==> config.mk <==
export PLATFORM = sky130hd
export DESIGN_NAME = packet_deparser
export DESIGN_NICKNAME = d
export VERILOG_FILES = /design/src/rtl/packet_deparser.sv
export SDC_FILE = /design/constraint.sdc
export NUM_CORES = 1
export LEC_CHECK = 0
export CAP_MARGIN = 15
export CORE_UTILIZATION = 60
export DETAILED_ROUTE_END_ITERATION = 16
export DONT_BUFFER_PORTS = 1
export HOLD_SLACK_MARGIN = 0.03
export PLACE_DENSITY = 0.74
export SLEW_MARGIN = 30
export SYNTH_ARGS = -nofsm -noshare
export SYNTH_HDL_FRONTEND = slang
export SYNTH_SLANG_ARGS = --single-unit
==> constraint.sdc <==
create_clock -name clk -period 2.3 [get_ports clk]
set_input_delay 0.23 -clock clk [delete_from_list [all_inputs] [get_ports clk]]
set_output_delay 0.23 -clock clk [all_outputs]
set_load 0.02 [all_outputs]
==> src/rtl/packet_deparser.sv <==
`default_nettype none
// ============================================================================
//  Module      : packet_deparser
//  Description : Rebuilds an Ethernet frame on an AXI-Stream master from a
//                latched metadata word {dst, src, ethertype}, emitted MSB
//                first as HDR_BEATS beats, followed by the payload stream
//                forwarded unchanged up to and including tlast.
//  Revision    : 1.0 - initial release
// ============================================================================
module packet_deparser #(
   parameter int DATA_WIDTH = 16,
   parameter int HDR_WIDTH  = 112,
   parameter int CNT_WIDTH  = 32
) (
   input  logic                  clk,
   input  logic                  rst,            // asynchronous, active-low
   input  logic                  meta_valid,
   output logic                  meta_ready,
   input  logic [HDR_WIDTH-1:0]  meta_hdr,
   input  logic                  meta_hdr_only,
   input  logic [DATA_WIDTH-1:0] s_tdata,
   input  logic                  s_tvalid,
   input  logic                  s_tlast,
   output logic                  s_tready,
   output logic [DATA_WIDTH-1:0] m_tdata,
   output logic                  m_tvalid,
   output logic                  m_tlast,
   input  logic                  m_tready,
   output logic [CNT_WIDTH-1:0]  pkt_count
);

   localparam int HDR_BEATS = HDR_WIDTH / DATA_WIDTH;
   localparam int BEAT_W    = (HDR_BEATS > 1) ? $clog2(HDR_BEATS) : 1;
   localparam logic [BEAT_W-1:0] c_last_beat = BEAT_W'(HDR_BEATS - 1);

   typedef enum logic [1:0] {
      ST_IDLE    = 2'd0,
      ST_HEADER  = 2'd1,
      ST_PAYLOAD = 2'd2
   } state_t;

   state_t                  r_state;
   logic [BEAT_W-1:0]       r_beat_cnt;
   logic [HDR_WIDTH-1:0]    r_hdr_q;
   logic                    r_hdr_only_q;
   logic                    r_meta_ready;
   logic [CNT_WIDTH-1:0]    r_pkt_count;

   logic [DATA_WIDTH-1:0]   w_hdr_beat [HDR_BEATS];
   logic                    w_hdr_last_beat;

   // Split the latched header into beats, beat 0 being the most significant slice
   for (genvar g = 0; g < HDR_BEATS; g++) begin : g_hdr_beat
      assign w_hdr_beat[g] = r_hdr_q[HDR_WIDTH-1-g*DATA_WIDTH -: DATA_WIDTH];
   end

   assign w_hdr_last_beat = (r_beat_cnt == c_last_beat);
   assign meta_ready      = r_meta_ready;
   assign pkt_count       = r_pkt_count;

   // Frame sequencer: metadata latch, header beat counter, frame counter and
   // meta_ready, which is 1 exactly when the next state is IDLE
   always_ff @(posedge clk or negedge rst) begin
      if (!rst) begin
         r_state      <= ST_IDLE;
         r_beat_cnt   <= '0;
         r_hdr_q      <= '0;
         r_hdr_only_q <= 1'b0;
         r_meta_ready <= 1'b0;
         r_pkt_count  <= '0;
      end else begin
         case (r_state)
            ST_IDLE: begin
               if (meta_valid && r_meta_ready) begin
                  r_hdr_q      <= meta_hdr;
                  r_hdr_only_q <= meta_hdr_only;
                  r_beat_cnt   <= '0;
                  r_state      <= ST_HEADER;
                  r_meta_ready <= 1'b0;
               end else begin
                  r_meta_ready <= 1'b1;
               end
            end
            ST_HEADER: begin
               r_meta_ready <= 1'b0;
               if (m_tready) begin
                  if (w_hdr_last_beat) begin
                     r_beat_cnt <= '0;
                     if (r_hdr_only_q) begin
                        r_state      <= ST_IDLE;
                        r_meta_ready <= 1'b1;
                        r_pkt_count  <= r_pkt_count + CNT_WIDTH'(1);
                     end else begin
                        r_state <= ST_PAYLOAD;
                     end
                  end else begin
                     r_beat_cnt <= r_beat_cnt + BEAT_W'(1);
                  end
               end
            end
            ST_PAYLOAD: begin
               r_meta_ready <= 1'b0;
               if (s_tvalid && m_tready && s_tlast) begin
                  r_state      <= ST_IDLE;
                  r_meta_ready <= 1'b1;
                  r_pkt_count  <= r_pkt_count + CNT_WIDTH'(1);
               end
            end
            default: begin
               r_state      <= ST_IDLE;
               r_meta_ready <= 1'b1;
            end
         endcase
      end
   end

   // Output steering: header beats from the latch, payload as a pure pass-through
   always_comb begin
      m_tdata  = '0;
      m_tvalid = 1'b0;
      m_tlast  = 1'b0;
      s_tready = 1'b0;
      case (r_state)
         ST_HEADER: begin
            m_tvalid = 1'b1;
            m_tdata  = w_hdr_beat[r_beat_cnt];
            m_tlast  = r_hdr_only_q && w_hdr_last_beat;
         end
         ST_PAYLOAD: begin
            m_tvalid = s_tvalid;
            m_tdata  = s_tdata;
            m_tlast  = s_tlast;
            s_tready = m_tready;
         end
         default: begin
            m_tvalid = 1'b0;
         end
      endcase
   end

endmodule
`default_nettype wire

### Word level (Yosys, flattened, before mapping)

Index checks and enable logic that the tools add are counted.

| word-level totals | value |
|---|---|
| register bits | 151 |
| output and inout port bits | 52 |
| logic and storage cells | 57 |

| cells by class | value |
|---|---|
| add/sub/neg operators | 2 |
| order comparisons | 1 |
| eq/ne operators | 8 |
| muxes and demuxes | 28 |
| bitwise operators | 1 |
| reductions and logical operators | 11 |

Operators with widths:

| cell | count |
|---|---|
| 32-bit two-way mux | 4 |
| 32-bit one-hot mux with 2 select lines | 1 |
| 16-bit binary-select mux with 3-bit select | 1 |
| 32-bit by 1-bit adder with 32-bit output, second input constant | 1 |
| 16-bit two-way mux | 2 |
| 16-bit one-hot mux with 2 select lines | 1 |
| 2-bit two-way mux | 5 |
| 2-bit inequality test, second input constant | 5 |
| 3-bit two-way mux | 3 |
| 1-bit two-way mux | 6 |
| 2-bit one-hot mux with 3 select lines | 1 |
| 3-bit one-hot mux with 2 select lines | 1 |
| 5-bit AND reduction | 1 |
| 4-bit greater-or-equal comparator, second input constant | 1 |
| 1-bit logical AND | 4 |
| 3-bit NOT with 4-bit output | 1 |
| 1-bit one-hot mux with 2 select lines | 2 |
| 4-bit AND reduction | 1 |
| 2-bit nonzero test | 2 |
| 3-bit by 1-bit adder with 3-bit output, second input constant | 1 |
| 3-bit == test, second input constant | 1 |
| 1-bit one-hot mux with 3 select lines | 1 |
| 3-bit AND reduction | 1 |
| 2-bit by 1-bit == test with 1-bit output, second input constant | 1 |
| 3 further kinds | 3 |

### Longest topological paths before layout

Gate-level depths: netlist of the first run.

| logic depth | value |
|---|---|
| depth after elaboration | 5 |
| gate-level depth with buffers | 8 |
| mapped depth without buffers | 6 |

### Least setup slack after synthesis of the first run

No wires, ideal clock.

| timing | value |
|---|---|
| path type | reg2out |
| start point | register r_state[1] |
| end point | output port m_tdata[0] |
| arrival time | 1.670 ns |
| setup slack | 0.400 ns |
| stages on the path, launching flop included | 8 |
| cell sequence | dfrtp_1 -> inv_1 -> ha_1 -> buf_6 -> and2_1 -> clkbuf_1 -> clkbuf_1 -> a32o_1 |

| between the ends | value |
|---|---|
| word-level cells in the longest chain between the ends | 2 |
| elaborated cells between the ends (all ways) | 3 |

RTL lines:

| item | line | text |
|---|---|---|
| start, declared | 42 | `state_t r_state;` |
| start signal, assigned | 65 | `r_state <= ST_IDLE;` |
| start signal, assigned | 78 | `r_state <= ST_HEADER;` |
| start signal, assigned | 90 | `r_state <= ST_IDLE;` |
| 2-bit == test or 2-bit by 1-bit == test with 1-bit output (tied branches) | 123 | `case (r_state)` |
| 16-bit one-hot mux with 2 select lines * | 123 |  |
| end, declared | 25 | `output logic [DATA_WIDTH-1:0] m_tdata,` |

Mark *: on every way between the ends. The rest lies on a longest branch, timed or not.

### Worst setup path after layout of the first run

| timing | value |
|---|---|
| start point | register r_beat_cnt[2] |
| end point | output port m_tdata[0] |

| between the ends | value |
|---|---|
| word-level cells in the longest chain between the ends | 5 |

RTL lines:

| item | line | text |
|---|---|---|
| start, declared | 43 | `logic [BEAT_W-1:0] r_beat_cnt;` |
| start signal, assigned | 97 | `r_beat_cnt <= r_beat_cnt + BEAT_W'(1);` |
| 3-bit NOT with 4-bit output (not written as such) | 126 | `m_tdata = w_hdr_beat[r_beat_cnt];` |
| 16-bit binary-select mux with 3-bit select | 126 |  |
| 16-bit two-way mux (not written as such) (2 in series) | 126 |  |
| 16-bit one-hot mux with 2 select lines | 123 |  |

Every way passes these cells. The select of a mux whose other input is x is not followed.

==> results by group, run 1 <==
Global route
  – Initial antenna violation count: 0
  – Vias in the first global route: 5578
  – Largest net degree at the start of global routing: 152
  – First-pass GRT wire length: 31.11 mm
  – Global route total overflow: 0
  – GRT Total Usage: 32.86%

Final layout
  – Area growth syn-to-layout: 28.99%
  – Storage element area: 0.003784 sq mm
  – Post-layout util: 79.58%
  – Filler cells: 652
  – Fin cells: 856
  – Layout cells sized above 1: 30.23%
  – Layout Nets: 835
  – Finished Cell Area: 0.009559 sq mm
  – Multi-input gate area: 0.003537 sq mm

STA
  – Final min period: 2.247 ns
  – Max-slew violations: 0
  – Final setup violation count: 0
  – Measured slew at the worst slew-check pin: 0.6068 ns
  – Final hold slack: -0.5059 ns
  – Worst slew margin: 59.53%
  – Final Skew: 0.01574 ns
  – FMAX: 445.1 MHz
  – Fin Setup TNS: 0 ns
  – Period utilization: 97.68%
  – Final Hold Vio Count: 151

Routing
  – DR vias/cell: 6.229
  – Via count: 5332
  – Met3 WL post-DR: 1.570 mm
  – Post-DR wirelength/cell: 23.94 um
  – WL final: 20.49 mm
  – First-pass iteration count of the detailed router: 7
  – Antenna viol nets, final: 0
  – Top Layer Used: met4
  – Met2 routed WL: 10.02 mm
  – Metal-1 WL: 8.325 mm
  – Drc violations: 0
  – Initial DRC count: 416

Synthesis
  – Fraction of registers with async set/reset: 100.0%
  – Synthesized area per cell: 12.82 sq um
  – Synth Warn #: 0
  – EDFF count, synth: 0
  – Syn Inst Count: 578
  – Synth Cell Area: 0.007411 sq mm
  – Largest area contributor in the netlist: dfrtp_1
  – Top cell type's share of synthesized area: 50.99%
  – Netlist cell types: 47
  – Post-synth net total: 718
  – Top post-synthesis cells by area: dfrtp_1 51%, mux2_2 17%, mux2i_1 6.5%
  – Sequential share of the synthesized area: 50.99%
  – Top FF cell, synth: dfrtp_1
  – Synth Register Bits: 151

Clock tree
  – Clock Tree Root: clkbuf_16
  – Hold Buf Count CTS: 114
  – CTS tree: built
  – CTS sink cnt: 151
  – CTS H-tree lvls: 4
  – Worst-skew pair later-pin latency: 0.43 ns
  – Clock Tree Buf Depth: 2
  – Worst-path clk slew: 0.06 ns
  – TritonCTS Buffers: 17

Setup path
  – Worst Path Arrival: 2.02 ns
  – Crit-path max cell delay: 0.51 ns
  – R2R Setup Slk: 0.16 ns
  – Top fanout value on the critical path: 21
  – CP Data Required Time: 2.07 ns
  – CP endpoint kind: output pin
  – CP cell instances: buf_12 -> mux2i_2 -> a22oi_1 -> a32o_1
  – R2r worst-path depth: 6
  – Critical Path Start Type: flop
  – Worst reg2reg endpoint: pkt_count[28]
  – CP max stage cell: dfrtp_4
  – WS Path Type: reg -> out
  – Reg2reg start: r_state[0]

Power
  – Sw Pwr: 0.003967 W
  – Sw Ratio: 33.65%
  – P_leak: 4.101 nW
  – Clock power frac: 26.2%
  – Sequential power share: 38.4%
  – Logic gate share of total power: 35.4%
  – Design internal power: 0.007823 W
  – VDD IR-drop max: 0.7123 mV
  – Power Dens Cells: 1233 mW/mm^2

Floorplanning
  – Initial Util: 61.70%
  – Core box area: 0.01201 sq mm
  – IO Count: 187
  – Chip Height: 113.1 um
  – FP Rows: 40
  – DIE AREA: 0.01280 sq mm
  – Die X: 113.1 um

Placement
  – I/O Buffers: 0
  – RePlAce Congestion: 0.9421
  – Placed instance area: 0.007621 sq mm
  – Detailed placer's ending HPWL: 13.13 mm
  – Placed Instances: 706

Job
  – Maxcap violations: 0

Worst hold path
  – HP Class: in -> async

Run status
  – Failing checks: hold timing
  – Status: finished, violations left
## synth_stat cells (all sizes together) (2+ instances only)
cell type / count
a32o: 15
dfrtp: 151
o21ai: 7
inv: 7
nand3: 17
nor2: 4
xor2: 25
and2: 8
o211a: 2
and4: 7
buf: 30
clkbuf: 10
nand2: 17
mux2: 114
nor3: 7
nor2b: 4
xnor2: 6
nand2b: 18
o211ai: 2
nand4: 10
a22oi: 30
nor4: 20
and3: 2
ha: 5
mux2i: 48
## area by class of cell
| class | count | share of cell area [%] |
|---|---|---|
| antenna | 1 | 0.02618 |
| clock buffer | 20 | 4.777 |
| clock inverter | 12 | 2.055 |
| inverter | 7 | 0.2749 |
| multi-input combinational | 380 | 37.00 |
| sequential | 151 | 39.58 |
| tap | 147 | 1.924 |
| timing repair buffer | 138 | 14.36 |
## sequential cells by signal, indices dropped and copies added (netlist names)
signal / flops
r_hdr_q: 112
pkt_count: 32
r_beat_cnt: 3
r_state: 2
meta_ready: 1
r_hdr_only_q: 1
## power groups by stage
stage | Clock, W | Combinational [W] | Sequential [W]
after CTS | 0.00310 | 0.00395 | 0.00442
after detailed placement | 0 | 0.00371 | 0.00443
after global placement | 0 | 0.00361 | 0.00436
after floorplan | 0 | 0.00283 | 0.00427
final | 0.00309 | 0.00417 | 0.00453
after global routing | 0.00323 | 0.00445 | 0.00464
## stage by stage
| step | setup slack, ns | total power, W | hold WS, ns |
|---|---|---|---|
| final | 0.05344 | 0.01179 | -0.5059 |
| after global routing | -0.01616 | 0.01232 | -0.5146 |
| after CTS | -0.001404 | 0.01147 | -0.5154 |
| after detailed placement | 0.08513 | 0.008136 | -0.06207 |
| after global placement | 0.1780 | 0.007970 | -0.06243 |
| after floorplan | 0.4000 | 0.007096 | -0.06559 |
## worst max-delay path: cells and delay by family, from the launching register on
family | cells | cell delay [ns]
compound gates | 2 | 0.53
flops | 1 | 0.51
mux | 1 | 0.34
buf+inv | 1 | 0.22
## worst max-delay path by stage
stage                              from       endpoint  slack (ns)  cells past startpoint
after detailed placement     r_state[1]  pkt_count[28]        0.09                      6
final                     r_beat_cnt[2]     m_tdata[0]        0.05                      4
after floorplan              r_state[1]     m_tdata[0]        0.40                      7
after CTS                 r_beat_cnt[2]     m_tdata[5]      -0.001                      4
after global placement    r_beat_cnt[0]    m_tdata[12]        0.18                      4
after global routing         r_state[0]     m_tdata[7]       -0.02                      7
## what timing repair did
action                     in CTS  in global routing
resized for setup              11                 20
setup buffers                   1                  2
hold endpoints to repair      265                151
setup endpoints to repair      16                 17
## layer usage
layer  vias to the layer above  GRT usage [%]
met2                       220          53.25
met1                      2703          40.14
met5                         -              0
met4                         0          13.33
met3                        41          11.73
li1                       2368              -
## cell families (layout without fill, tap and decap cells)
logic type / Yosys count / in the layout / share of synthesized area (%)
flip-flops: 151 / 151 / 50.99
adder cells (fa/ha/maj): 5 / 5 / 0.8442
other: 0 / 1 / 0
AND/OR/NAND/NOR: 117 / 117 / 10.05
AO/OA/AOI/OAI: 64 / 64 / 7.327
XOR/XNOR: 31 / 31 / 3.664
buffers and inverters: 47 / 177 / 3.022
multiplexers: 163 / 163 / 24.11
## layout by cell type, fill, tap and decap left out, types with 9 or more instances in the layout
cell type      netlist  final
a22oi_1             30     30
a32o_1              15     11
buf_4                2     18
clkbuf_16            0     17
dfrtp_1            151    149
dlygate4sd3_1        0    114
mux2_2             114    114
mux2i_1             48     34
mux2i_2              0     13
nand2_1             17     17
nand2b_1            18     18
nand3_1             15     14
nand4_1              9      9
nor4_1              13     13
xor2_1              25     25
Power figures use the tool's default switching activity.
==> run 2, diff against run 1 <==
--- a/config.mk
+++ b/config.mk
@@ -7,6 +7,7 @@
 export LEC_CHECK = 0
 export CAP_MARGIN = 15
 export CORE_UTILIZATION = 60
+export CTS_CLUSTER_DIAMETER = 100
 export DETAILED_ROUTE_END_ITERATION = 16
 export DONT_BUFFER_PORTS = 1
 export HOLD_SLACK_MARGIN = 0.03
==> results of run 2 <==
The final DEF is identical to that of run 1; final timing and power are the same.
==> run 3, diff against run 2 <==
--- a/config.mk
+++ b/config.mk
@@ -8,6 +8,7 @@
 export CAP_MARGIN = 15
 export CORE_UTILIZATION = 60
 export CTS_CLUSTER_DIAMETER = 100
+export CTS_CLUSTER_SIZE = 40
 export DETAILED_ROUTE_END_ITERATION = 16
 export DONT_BUFFER_PORTS = 1
 export HOLD_SLACK_MARGIN = 0.03
==> constraint.sdc (replaced) <==
create_clock -name clk -period 2.72 [get_ports clk]
set_input_delay 0.272 -clock clk [delete_from_list [all_inputs] [get_ports clk]]
set_output_delay 0.272 -clock clk [all_outputs]
set_load 0.02 [all_outputs]
==> results by group, run 3 (synthesized netlist as in run 1, its figures left out) <==
Power
  – VDD IR-drop max: 0.5740 mV (-19%)
  – Power Dens Cells: 1029 mW/mm^2 (-17%)
  – P_leak: 3.943 nW (-3.9%)
  – Total power: 0.009539 W (-19%)

Routing
  – Via count: 5307 (-0.47%)
  – WL final: 19.69 mm (-3.9%)
  – Post-DR wirelength/cell: 23.49 um (-1.9%)
  – Drc violations: 0 (unchanged)
  – DR vias/cell: 6.333 (+1.7%)
  – Antenna viol nets, final: 0 (unchanged)
  – First-pass iteration count of the detailed router: 5 (-2)
  – Initial DRC count: 471 (+13%)

Final layout
  – Most frequent cells in the layout: 150 x dfrtp_1, 114 x mux2_2, 114 x dlygate4sd3_1, 48 x mux2i_1, 30 x a22oi_1
  – Max reg flops: 112 (unchanged)
  – Fin cells: 838 (-2.1%)
  – Register with the most flip-flops: r_hdr_q
  – Filler cells: 725 (+11%)
  – Leading cell type in the layout, fill and taps excluded: dfrtp_1
  – Layout cells sized above 1: 24.89% (-5.3 points)
  – Area growth syn-to-layout: 25.05%
  – Layout Nets: 818 (-2.0%)
  – Diodes inserted: 0 (-1)

Floorplanning
  – Initial Util: 61.70% (unchanged)
  – Chip Height: 113.1 um (unchanged)
  – FP Rows: 40 (unchanged)
  – Core box area: 0.01201 sq mm (unchanged)
  – IO Count: 187 (unchanged)
  – Die X: 113.1 um (unchanged)
  – DIE AREA: 0.01280 sq mm (unchanged)

STA
  – Final hold slack: -0.4542 ns (+0.05174 ns)
  – Max-slew violations: 0 (unchanged)
  – Fin Setup TNS: 0 ns (unchanged)
  – RSZ-0062 raised after global routing: no
  – FMAX: 383.0 MHz
  – Final min period: 2.611 ns
  – Worst slew margin: 50.16% (-9.4 points)
  – Final Hold Vio Count: 151 (unchanged)
  – Period utilization: 96.00%
  – Measured slew at the worst slew-check pin: 0.7477 ns (+0.1408 ns)
  – Final setup violation count: 0 (unchanged)
  – Final Skew: 0.007171 ns (-0.008567 ns)

Run status
  – Failing checks: hold timing
  – Status: finished, violations left

Clock tree
  – Worst-path clk slew: 0.06 ns (about the same)
  – Clock Tree Root: clkbuf_16
  – CTS H-tree lvls: 4 (unchanged)
  – CTS sink cnt: 151 (unchanged)
  – Hold Buf Count CTS: 114 (unchanged)
  – TritonCTS Buffers: 17 (unchanged)
  – CTS tree: built
  – Worst-skew pair later-pin latency: 0.42 ns (about the same)
  – Clock Tree Buf Depth: 2 (unchanged)
  – Setup bufs post-CTS: 0 (-1)

Setup path
  – Crit-path max cell delay: 0.69 ns (+0.18 ns)
  – WS Path Type: reg -> out
  – CP endpoint kind: output pin
  – CP Data Required Time: 2.45 ns (+0.38 ns)
  – Top fanout value on the critical path: 33 (+57%)
  – CP cell instances: buf_12 -> mux2i_1 -> a22oi_1 -> a32o_1
  – Critical Path Start Type: flop
  – CP max stage cell: dfrtp_4
  – Worst Path Arrival: 2.34 ns (+0.32 ns)

Worst hold path
  – HP Class: in -> async

Global route
  – Largest net degree at the start of global routing: 152 (unchanged)
  – Vias in the first global route: 5540 (-0.68%)
  – Global route total overflow: 0 (unchanged)
  – First-pass GRT wire length: 30.27 mm (-2.7%)
  – Initial antenna violation count: 0 (unchanged)
  – GRT Total Usage: 31.83% (-1.0 points)

Placement
  – I/O Buffers: 0 (unchanged)
  – Detailed placer's ending HPWL: 12.83 mm (-2.3%)
  – RePlAce Congestion: 0.8990 (-4.6%)
  – Placed Instances: 692 (-2.0%)

Job
  – Maxcap violations: 0 (unchanged)
==> run 3: repair_timing <==
item,4_1_cts,5_1_grt
endpoints found under the setup margin,1,2
gates resized for setup,1,1
endpoints found under the hold margin,265,151
==> run 3: metal layers <==
layer / global-route usage [%] / up-vias / share of wire [%]
met1: 40.47 / 2686 / 40
met5: 0 / - / 0
li1: - / 2339 / -
met4: 13.95 / 0 / 3.4
met2: 51.41 / 229 / 49
met3: 8.623 / 53 / 7.3
==> run 3: cell type report <==
type / instances / area, sq um / area share (%)
Clock inverter: 6 / 111.4 / 1.202
Multi-Input combinational cell: 380 / 3426 / 36.97
Inverter: 7 / 26.28 / 0.2835
Tap cell: 147 / 183.9 / 1.985
Timing Repair Buffer: 121 / 1219 / 13.15
Sequential cell: 151 / 3782 / 40.81
Clock buffer: 26 / 519.2 / 5.603
==> run 3: power by group <==
part	total [W]	switching [W]	internal, W	leakage (nW)
combinational	0.00319	0.00163	0.00156	1.79
clock	0.00249	0.000902	0.00159	0.307
sequential	0.00385	0.000673	0.00318	1.85
total	0.00954	0.00320	0.00634	3.94
==> run 3: final timing paths <==
| kind | from | to | slack (ns) | cells past startpoint |
|---|---|---|---|---|
| setup / recovery | r_beat_cnt[2] | m_tdata[5] | 0.11 | 4 |
| min in group clk | s_tvalid | meta_ready | 0.12 | 3 |
| hold reg to reg | r_hdr_q[34] | r_hdr_q[34] | 0.50 | 1 |
| max in group asynchronous | rst | pkt_count[5] | 2.95 | 0 |
| hold / removal | rst | r_hdr_q[25] | -0.45 | 0 |
| setup reg to reg | r_state[1] | pkt_count[30] | 0.47 | 6 |
==> run 3: worst max-delay path, delay by kind of cell (launching register included) <==
| family | cells | cell delay, ns |
|---|---|---|
| buffers and inverters | 1 | 0.29 |
| DFF | 1 | 0.69 |
| muxes | 1 | 0.40 |
| AOI/OAI and AO/OA | 2 | 0.54 |
==> run 3: per-stage QoR <==
step                      setup slack [ns]  utilization, %  instance area, sq um  hold WS, ns
after floorplan                     0.7780               -                  7411     -0.02359
after global placement              0.3407           62.36                  7491     -0.01960
after detailed placement            0.4126           62.39                  7493     -0.01976
after CTS                          0.09873           77.15                  9266      -0.4650
after global routing               0.04331           77.16                  9268      -0.4667
final                               0.1088           77.16                  9268      -0.4542
